### src/rtl/write_back_stage.sv
// Final pipeline stage: write-back source mux, 8-entry register file, last-commit record, retire counter.
// Define WB_READ_BYPASS_EN to forward a same-cycle commit straight to a matching read port.
module write_back_stage #(
  parameter int unsigned DATA_WIDTH  = 16,
  parameter int unsigned ADDR_WIDTH  = 3,
  parameter int unsigned REG_COUNT   = 8,
  parameter int unsigned COUNT_WIDTH = 16
) (
  input  logic                   i_clk,
  input  logic                   i_reset,
  input  logic [DATA_WIDTH-1:0]  i_ex_result,
  input  logic [DATA_WIDTH-1:0]  i_memory_data,
  input  logic [DATA_WIDTH-1:0]  i_immediate,
  input  logic [DATA_WIDTH-1:0]  i_port,
  input  logic [1:0]             i_wb_selector,
  input  logic                   i_write_back,
  input  logic [ADDR_WIDTH-1:0]  i_write_addr,
  input  logic [ADDR_WIDTH-1:0]  i_read_addr_a,
  input  logic [ADDR_WIDTH-1:0]  i_read_addr_b,
  output logic [DATA_WIDTH-1:0]  o_read_data_a,
  output logic [DATA_WIDTH-1:0]  o_read_data_b,
  output logic [DATA_WIDTH-1:0]  o_wb_data,
  output logic                   o_last_wb_valid,
  output logic [ADDR_WIDTH-1:0]  o_last_wb_addr,
  output logic [DATA_WIDTH-1:0]  o_last_wb_data,
  output logic [COUNT_WIDTH-1:0] o_retire_count
);

  localparam logic [COUNT_WIDTH-1:0] COUNT_MAX = {COUNT_WIDTH{1'b1}};

  logic [DATA_WIDTH-1:0] regfile [REG_COUNT];

  // Source select; independent of the commit enable.
  always_comb begin
    o_wb_data = i_ex_result;
    case (i_wb_selector)
      2'b00:   o_wb_data = i_ex_result;
      2'b01:   o_wb_data = i_memory_data;
      2'b10:   o_wb_data = i_immediate;
      default: o_wb_data = i_port;
    endcase
  end

  always_ff @(posedge i_clk) begin
    if (i_reset) begin
      for (int unsigned i = 0; i < REG_COUNT; i++) begin
        regfile[i] <= '0;
      end
    end else if (i_write_back) begin
      regfile[i_write_addr] <= o_wb_data;
    end
  end

  // Last-commit record: valid follows the enable every cycle, payload holds when idle.
  always_ff @(posedge i_clk) begin
    if (i_reset) begin
      o_last_wb_valid <= 1'b0;
      o_last_wb_addr  <= '0;
      o_last_wb_data  <= '0;
    end else begin
      o_last_wb_valid <= i_write_back;
      if (i_write_back) begin
        o_last_wb_addr <= i_write_addr;
        o_last_wb_data <= o_wb_data;
      end
    end
  end

  always_ff @(posedge i_clk) begin
    if (i_reset) begin
      o_retire_count <= '0;
    end else if (i_write_back && (o_retire_count != COUNT_MAX)) begin
      o_retire_count <= o_retire_count + COUNT_WIDTH'(1);
    end
  end

`ifdef WB_READ_BYPASS_EN
  logic bypass_a;
  logic bypass_b;

  // Write-through to readers of the register being committed this cycle.
  assign bypass_a = !i_reset && i_write_back && (i_read_addr_a == i_write_addr);
  assign bypass_b = !i_reset && i_write_back && (i_read_addr_b == i_write_addr);

  assign o_read_data_a = bypass_a ? o_wb_data : regfile[i_read_addr_a];
  assign o_read_data_b = bypass_b ? o_wb_data : regfile[i_read_addr_b];
`else
  assign o_read_data_a = regfile[i_read_addr_a];
  assign o_read_data_b = regfile[i_read_addr_b];
`endif

endmodule

### config.mk
export PLATFORM = sky130hd
export DESIGN_NAME = write_back_stage
export DESIGN_NICKNAME = d
export VERILOG_FILES = /design/src/rtl/write_back_stage.sv
export SDC_FILE = /design/constraint.sdc
export NUM_CORES = 1
export LEC_CHECK = 0
export ABC_AREA = 1
export CELL_PAD_IN_SITES_DETAIL_PLACEMENT = 1
export CELL_PAD_IN_SITES_GLOBAL_PLACEMENT = 2
export CORE_UTILIZATION = 31
export DETAILED_ROUTE_END_ITERATION = 6
export PLACE_DENSITY_LB_ADDON = 0.1
export SYNTH_ARGS = -nofsm -noshare
export SYNTH_HDL_FRONTEND = slang
export SYNTH_SLANG_ARGS = --single-unit
### constraint.sdc
create_clock -name i_clk -period 1.9 [get_ports i_clk]
set_input_delay 0.38 -clock i_clk [delete_from_list [all_inputs] [get_ports i_clk]]
set_output_delay 0.38 -clock i_clk [all_outputs]
set_load 0.005 [all_outputs]
==> results of run 1 <==
==> worst reg2reg max path, cell delays in order, from the launching register on <==
cell	delay, ns
dfxtp_1	0.39
ha_1	0.20
inv_1	0.05
nor2_1	0.15
nand4_2	0.22
buf_4	0.23
a21oi_1	0.13
nor2_1	0.06
==> power groups by stage <==
stage | clock network, mW | registers [mW] | logic, mW
after floorplan | 0 | 4.22 | 0.831
after global placement | 0 | 4.24 | 1.95
after detailed placement | 0 | 4.25 | 1.96
after CTS | 3.75 | 4.18 | 2.11
after global routing | 3.86 | 4.21 | 2.29
final | 3.68 | 4.19 | 2.12
==> how the worst max path moves through the flow <==
| stage | start | endpoint | slack [ns] | cells past startpoint |
|---|---|---|---|---|
| 3_3_place_gp | i_wb_selector[1] | o_wb_data[0] | -0.73 | 8 |
| 3_5_place_dp | i_wb_selector[1] | o_wb_data[6] | -0.80 | 8 |
| 4_1_cts | regfile[5][12] | o_read_data_a[12] | -0.003 | 8 |
| 6_report | regfile[5][12] | o_read_data_a[12] | -0.03 | 8 |
| 5_1_grt | regfile[5][12] | o_read_data_a[12] | -0.13 | 8 |
| 2_1_floorplan | i_write_addr[0] | regfile[0][0] | 0.19 | 4 |
==> cells in the final DEF, fill, tap and decap left out, types with 7 or more instances in the layout <==
cell type / n
a21oi_1: 53
a21oi_2: 36
buf_12: 41
buf_2: 23
buf_4: 86
buf_6: 24
clkbuf_16: 18
clkbuf_2: 17
clkdlybuf4s50_1: 104
dfxtp_1: 36
edfxtp_1: 128
inv_1: 49
inv_2: 24
nand2_1: 190
nand2_2: 30
nand3_1: 13
nand3_2: 7
nor2_1: 235
o21ai_0: 100
o21ai_1: 103
o21ai_2: 13
o22ai_4: 9
==> sequential cells by signal, summed over array words and instances (netlist names) <==
name and flops:
o_last_wb_addr 3, o_last_wb_data 16, o_retire_count 16, o_last_wb_valid 1, regfile 128
==> routing by layer <==
layer | GRT usage [%] | part of all wire, % | up-vias
met5 | 0 | 0 | -
met4 | 6.98 | 1.5 | 0
met3 | 5.47 | 5.8 | 30
met2 | 43.9 | 50 | 218
met1 | 30.4 | 42 | 4395
li1 | - | - | 4302
==> per-stage QoR <==
stage	instance area, um^2	setup WS (ns)
2_1_floorplan	9190	0.195
3_3_place_gp	12100	-0.731
3_5_place_dp	12100	-0.798
4_1_cts	13400	-0.00329
5_1_grt	13400	-0.130
6_report	13400	-0.0338
==> layout make-up <==
cell class	count	area, um^2	area share, %
clock buffer	17	425	3.17
clock inverter	14	191	1.43
inverter	75	285	2.13
multi-input combinational	819	4180	31.2
sequential	164	4560	34.1
tap	384	480	3.59
timing repair buffer	312	3270	24.4
==> repair_timing <==
item / 4_1_cts / 5_1_grt
cloned: 7 / 1
pin swaps: 35 / 35
hold buffers: 0 / 0
hold endpoints to repair: 0 / 0
setup endpoints to repair: 50 / 42
setup buffers: 28 / 3
resized for setup: 282 / 128
==> kinds of logic after synthesis <==
kind of cell | count (synthesis) | synth area share (%)
AO/OA/AOI/OAI | 324 | 20.4
adder cells (fa/ha/maj) | 1 | 0.136
buffers and inverters | 146 | 7.49
flip-flops | 164 | 49.7
AND/OR/NAND/NOR | 493 | 22.3
==> impl_metrics.py, run 1 <==
metrics = {
    "floorplan": {
        "ioPinCount": 162,
        "die_w_um": 174,
        "start_util_pct": 31.8,
        "core_area_um2": 28900,
        "die-area_um2": 30300,
        "row_count": 62,
        "die_h_um": 174,
    },
    "cts": {
        "cts_tree": "built",
        "clk_pin_slew_ns": 0.07,
        "htreeDepth": 4,
        "clockRootBuffer": "clkbuf_16",
        "cts.path.max_buffers": 2,
        "cts_made_buffers": 17,
        "numClockSinks": 164,
        "clkLatencyLatePin_ns": 0.43,
    },
    "global_route": {
        "grt.total_usage_pct": 24.9,
        "grt_pass1_vias": 9510,
        "grt_pass1_wl_um": 56500,
        "grt_max_degree": 37,
        "antenna_found_initial": 0,
        "gr-total-overflow": 0,
    },
    "critical_path": {
        "cpPeakStageDelay_ns": 0.36,
        "rrSetupSlack_ns": 0.37,
        "setup.worst_path.class": "flop to output port",
        "path_delay_family": "flip-flops",
        "cp_slowest_cell": "edfxtp_1",
        "r2r_start": "o_retire_count[1]",
        "cp_common_cell": "o21ai_2",
        "worstPathCellList": "inv_2 > buf_6 > a21oi_4 > o21ai_2 > o21ai_2 > nand2_1 > nand2_2 > buf_2",
        "rr_worst_depth": 7,
        "path_buf_inv": 3,
        "r2r-end": "o_retire_count[15]",
        "worstPathMaxFanout": 2,
        "start_kind": "flop",
        "critical_path_required_ns": 1.52,
        "worst-endpoint-arrival_ns": 1.55,
        "endpoint_kind": "output port",
    },
    "timing": {
        "max_slew_margin_pct": 73.4,
        "worstMarginPinSlew_ns": 0.399,
        "hold_ws_ns": 0.491,
        "setup_viol": 1,
        "tns_ns": -0.0338,
        "setup_slack_ns": -0.0338,
        "finalCriticalPeriod_ns": 1.93,
        "hold_viol": 0,
        "fmax_mhz": 517,
        "period_share_pct": 102,
        "rsz0062_at_grt": "yes",
        "slew_violations": 0,
        "skew_ns": 0.00664,
    },
    "pwr": {
        "p_int_mw": 7.15,
        "p_leak_nw": 5.41,
        "combPwrFrac_pct": 21.2,
        "seqPwrFrac_pct": 41.9,
        "clockPowerShare_pct": 36.8,
        "power_density_nw_per_um2": 745,
        "swShare_pct": 28.4,
        "p_sw_mw": 2.84,
        "peakVddDrop_v": 0.000557,
        "p_total_mw": 9.99,
    },
    "hold_path": {
        "hold_path_depth": 2,
        "hp-start": "o_last_wb_addr[0]",
        "min_to": "o_last_wb_addr[0]",
        "min_path_type": "flop to flop",
    },
    "synth": {
        "yosysMostFrequentCell": "nor2_1",
        "ys_warn_count": 0,
        "synthTopCellsByArea": "edfxtp_1 (42%), o21ai_0 (11%), nor2_1 (9.6%)",
        "synth-edff-count": 128,
        "yosysSeqAreaShare_pct": 49.7,
        "synthArstFlopShare_pct": 0,
        "synthTopCellsByCount": "nor2_1 (235), nand2_1 (211), o21ai_0 (202)",
        "synth_top_flop_cell": "edfxtp_1",
        "syn_inst": 1128,
        "synth_cell_types": 32,
        "yosys.area.top_type": "edfxtp_1",
        "ys_ff_latch": 164,
        "syn_area_um2": 9190,
        "synth_top_area_share_pct": 41.8,
        "synth.net_count": 1207,
        "avgSynthCellArea_um2": 8.15,
    },
    "layout": {
        "final_nets": 1468,
        "final_core_util_pct": 46.3,
        "layoutNonFillerInstCount": 1785,
        "nFillCells": 3383,
        "drive_gt1_share_pct": 26.9,
        "diodes": 0,
        "syn2layout_area_growth_pct": 45.8,
    },
    "placement": {
        "place_hpwl_um": 24900,
        "dp.cells": 1721,
        "gp_congestion": 0.805,
        "io_buffer_count": 161,
    },
    "drt": {
        "dr_total_vias": 8945,
        "ant_nets": 0,
        "first_pass_iters": 5,
        "routed_wl_um": 37000,
        "via_per_inst": 5.01,
        "drt_iter0_drc": 447,
        "drc": 0,
        "wire_per_inst_um": 20.8,
    },
    "job": {
        "max_cap_violations": 0,
    },
    "run_status": {
        "status": "finished, violations left",
        "violations": "negative setup slack",
    },
}
Power figures use the tool's default switching activity.
==> run 2: changes to the inputs <==
- CORE_MARGIN: not set -> 2
==> run 2 against run 1 <==
Compared with the run above:
- critical path depth is 1 lower
- sequential power hardly changed
- cell count shrank 0.28%
- hold slack worse by 0.0051 ns
- register-to-register slack got worse by 0.09 ns
- the flow now finishes without violations
- setup slack better by 0.050 ns
- largest power group unchanged
- first-iteration DRC count up 5.8%
- clock skew about the same
- sequential share of layout area increased by 1.0 points
- global-route usage decreased by 1.2 points
- combinational power fell by 5%
- highest routed layer unchanged
- core utilization down 2.0 points
==> impl_metrics.py, run 2 (synthesized netlist as in run 1, its figures left out) <==
metrics = {
    "critical_path": {
        "start_kind": "flop",
        "cp_common_cell": "o21ai_1",
        "worstPathCellList": "inv_2 > a21oi_2 > o21ai_1 > o21ai_1 > nand2_1 > nand2_2 > buf_6",
        "endpoint_kind": "output port",
        "path_buf_inv": 2,
        "setup.worst_path.class": "flop to output port",
        "rrSetupSlack_ns": 0.28,
        "crit_cells": 7,
        "crit_path_start": "regfile[5][0]",
        "rr_worst_depth": 7,
        "path_delay_family": "flip-flops",
        "worst-endpoint-arrival_ns": 1.50,
        "worstPathMaxFanout": 2,
        "cp_slowest_cell": "edfxtp_1",
        "setup.worst_path.end": "o_read_data_b[0]",
        "cpPeakStageDelay_ns": 0.43,
        "critical_path_required_ns": 1.52,
        "r2r_start": "o_retire_count[0]",
        "r2r-end": "o_retire_count[15]",
    },
    "cts": {
        "cts_hold_buf": 0,
        "numClockSinks": 164,
        "cts.path.max_buffers": 2,
        "cts_tree": "built",
        "cts_made_buffers": 17,
        "clkLatencyLatePin_ns": 0.44,
        "clockRootBuffer": "clkbuf_16",
        "htreeDepth": 4,
        "clk_pin_slew_ns": 0.07,
    },
    "placement": {
        "gp_congestion": 0.806,
        "io_buffer_count": 161,
        "place_hpwl_um": 25200,
    },
    "timing": {
        "period_share_pct": 99.2,
        "hold_viol": 0,
        "skew_ns": 0.00649,
        "worstMarginPinSlew_ns": 0.389,
        "fmax_mhz": 531,
        "max_slew_margin_pct": 74.1,
        "finalCriticalPeriod_ns": 1.88,
        "slew_violations": 0,
        "hold_ws_ns": 0.486,
        "setup_viol": 0,
        "rsz0062_at_grt": "yes",
    },
    "global_route": {
        "grt_max_degree": 43,
        "grtUsageMet1_pct": 28.7,
        "grt-busiest-layer": "met2",
        "grt.total_usage_pct": 23.7,
        "grt_pass1_vias": 9294,
        "gr-total-overflow": 0,
        "antenna_found_initial": 0,
        "grt_use_met2_pct": 42.8,
        "grt_pass1_wl_um": 54900,
        "grt.met3_usage_pct": 5.60,
    },
    "pwr": {
        "power_density_nw_per_um2": 737,
        "peakVddDrop_v": 0.000546,
        "p_leak_nw": 5.26,
    },
    "hold_path": {
        "min_path_type": "flop to flop",
    },
    "drt": {
        "first_pass_iters": 5,
        "via_per_inst": 4.96,
        "drc": 0,
        "wire_per_inst_um": 20.4,
        "ant_nets": 0,
        "routed_wl_um": 36300,
        "dr_total_vias": 8821,
        "drt_iter0_drc": 473,
    },
    "floorplan": {
        "die_h_um": 176,
        "die_w_um": 176,
        "start_util_pct": 31.3,
        "core_area_um2": 29400,
        "ioPinCount": 162,
        "row_count": 63,
        "die-area_um2": 31000,
    },
    "layout": {
        "drive_gt1_share_pct": 24.7,
        "reg_top3": "regfile x128, o_last_wb_data x16, o_retire_count x16",
        "layout_common_cells": "nor2_1 (235), nand2_1 (188), edfxtp_1 (128)",
        "largest_register_ffs": 128,
        "final_nets": 1456,
        "regMostFlops": "regfile",
        "final_core_util_pct": 44.3,
        "syn2layout_area_growth_pct": 41.7,
        "mostFrequentLayoutCell": "nor2_1",
        "diodes": 0,
    },
    "run_status": {
        "status": "finished clean",
    },
    "job": {
        "max_cap_violations": 0,
    },
}
==> run 2: changes by cell type in the layout (fill, tap and decap cells not counted), sizes merged, moves of 2 or more <==
cell | before | now
dlygate4sd2 | 4 | 7
clkinv | 3 | 6
bufinv | 3 | 1
buf | 178 | 161
clkdlybuf4s15 | 5 | 7
clkdlybuf4s50 | 104 | 102
dlymetal6s2s | 0 | 3
inv | 81 | 79
==> run 2: metrics by stage <==
step	setup slack [ns]	total power [mW]	cell area, um^2	setup TNS (ns)	std cells
floorplan	0.195	5.05	9190	0	1128
global route	-0.0289	9.98	13000	-0.124	1780
global placement	-0.623	6.17	12000	-62.53	1714
finish	0.0159	9.59	13000	0	1780
CTS	-0.0105	9.65	12900	-0.0168	1776
detailed placement	-0.637	6.19	12000	-71.05	1714
==> run 2: power by group <==
group / leakage [nW] / switching (mW) / internal (mW)
combinational: 3.48 / 1.12 / 0.904
clock: 0.266 / 1.56 / 1.82
sequential: 1.52 / 0.107 / 4.08
==> run 2: per-layer routing <==
metal / routed length, um / part of all wire (%) / vias to the layer above
li1: - / - / 4260
met1: 15600 / 43 / 4329
met2: 18300 / 51 / 199
met3: 1940 / 5.4 / 33
met4: 447 / 1.2 / 0
met5: 0 / 0 / -
==> run 2: cell type report <==
| class | count | area [um^2] |
|---|---|---|
| fill | 3482 | 16400 |
| sequential | 164 | 4560 |
| multi-input combinational | 820 | 4120 |
| timing repair buffer | 299 | 3000 |
| tap | 390 | 488 |
| clock buffer | 18 | 429 |
| inverter | 75 | 288 |
| clock inverter | 14 | 128 |
==> run 2: worst register-to-register path, cell delays in order, from the launching register on <==
cell     delay, ns
dfxtp_1       0.41
ha_1          0.20
inv_1         0.05
nor2_1        0.16
nand4_2       0.23
buf_4         0.27
a21oi_1       0.14
nor2_1        0.06
==> run 2: how the worst min path moves through the flow <==
stage / startpoint / end / slack [ns] / cells past startpoint
2_1_floorplan: i_reset / o_last_wb_valid / 0.45 / 1
3_3_place_gp: o_last_wb_addr[0] / o_last_wb_addr[0] / 0.47 / 2
4_1_cts: o_last_wb_addr[0] / o_last_wb_addr[0] / 0.50 / 2
3_5_place_dp: o_last_wb_addr[0] / o_last_wb_addr[0] / 0.48 / 2
6_report: o_last_wb_addr[0] / o_last_wb_addr[0] / 0.49 / 2
5_1_grt: o_last_wb_addr[0] / o_last_wb_addr[0] / 0.52 / 2
==> run 2: repair_timing <==
action / CTS / global route
resized for setup: 241 / 122
buffers inserted: 26 / 5
setup endpoints to repair: 48 / 43
pin swaps: 39 / 33
endpoints found under the hold margin: 0 / 0
gates cloned: 5 / 1
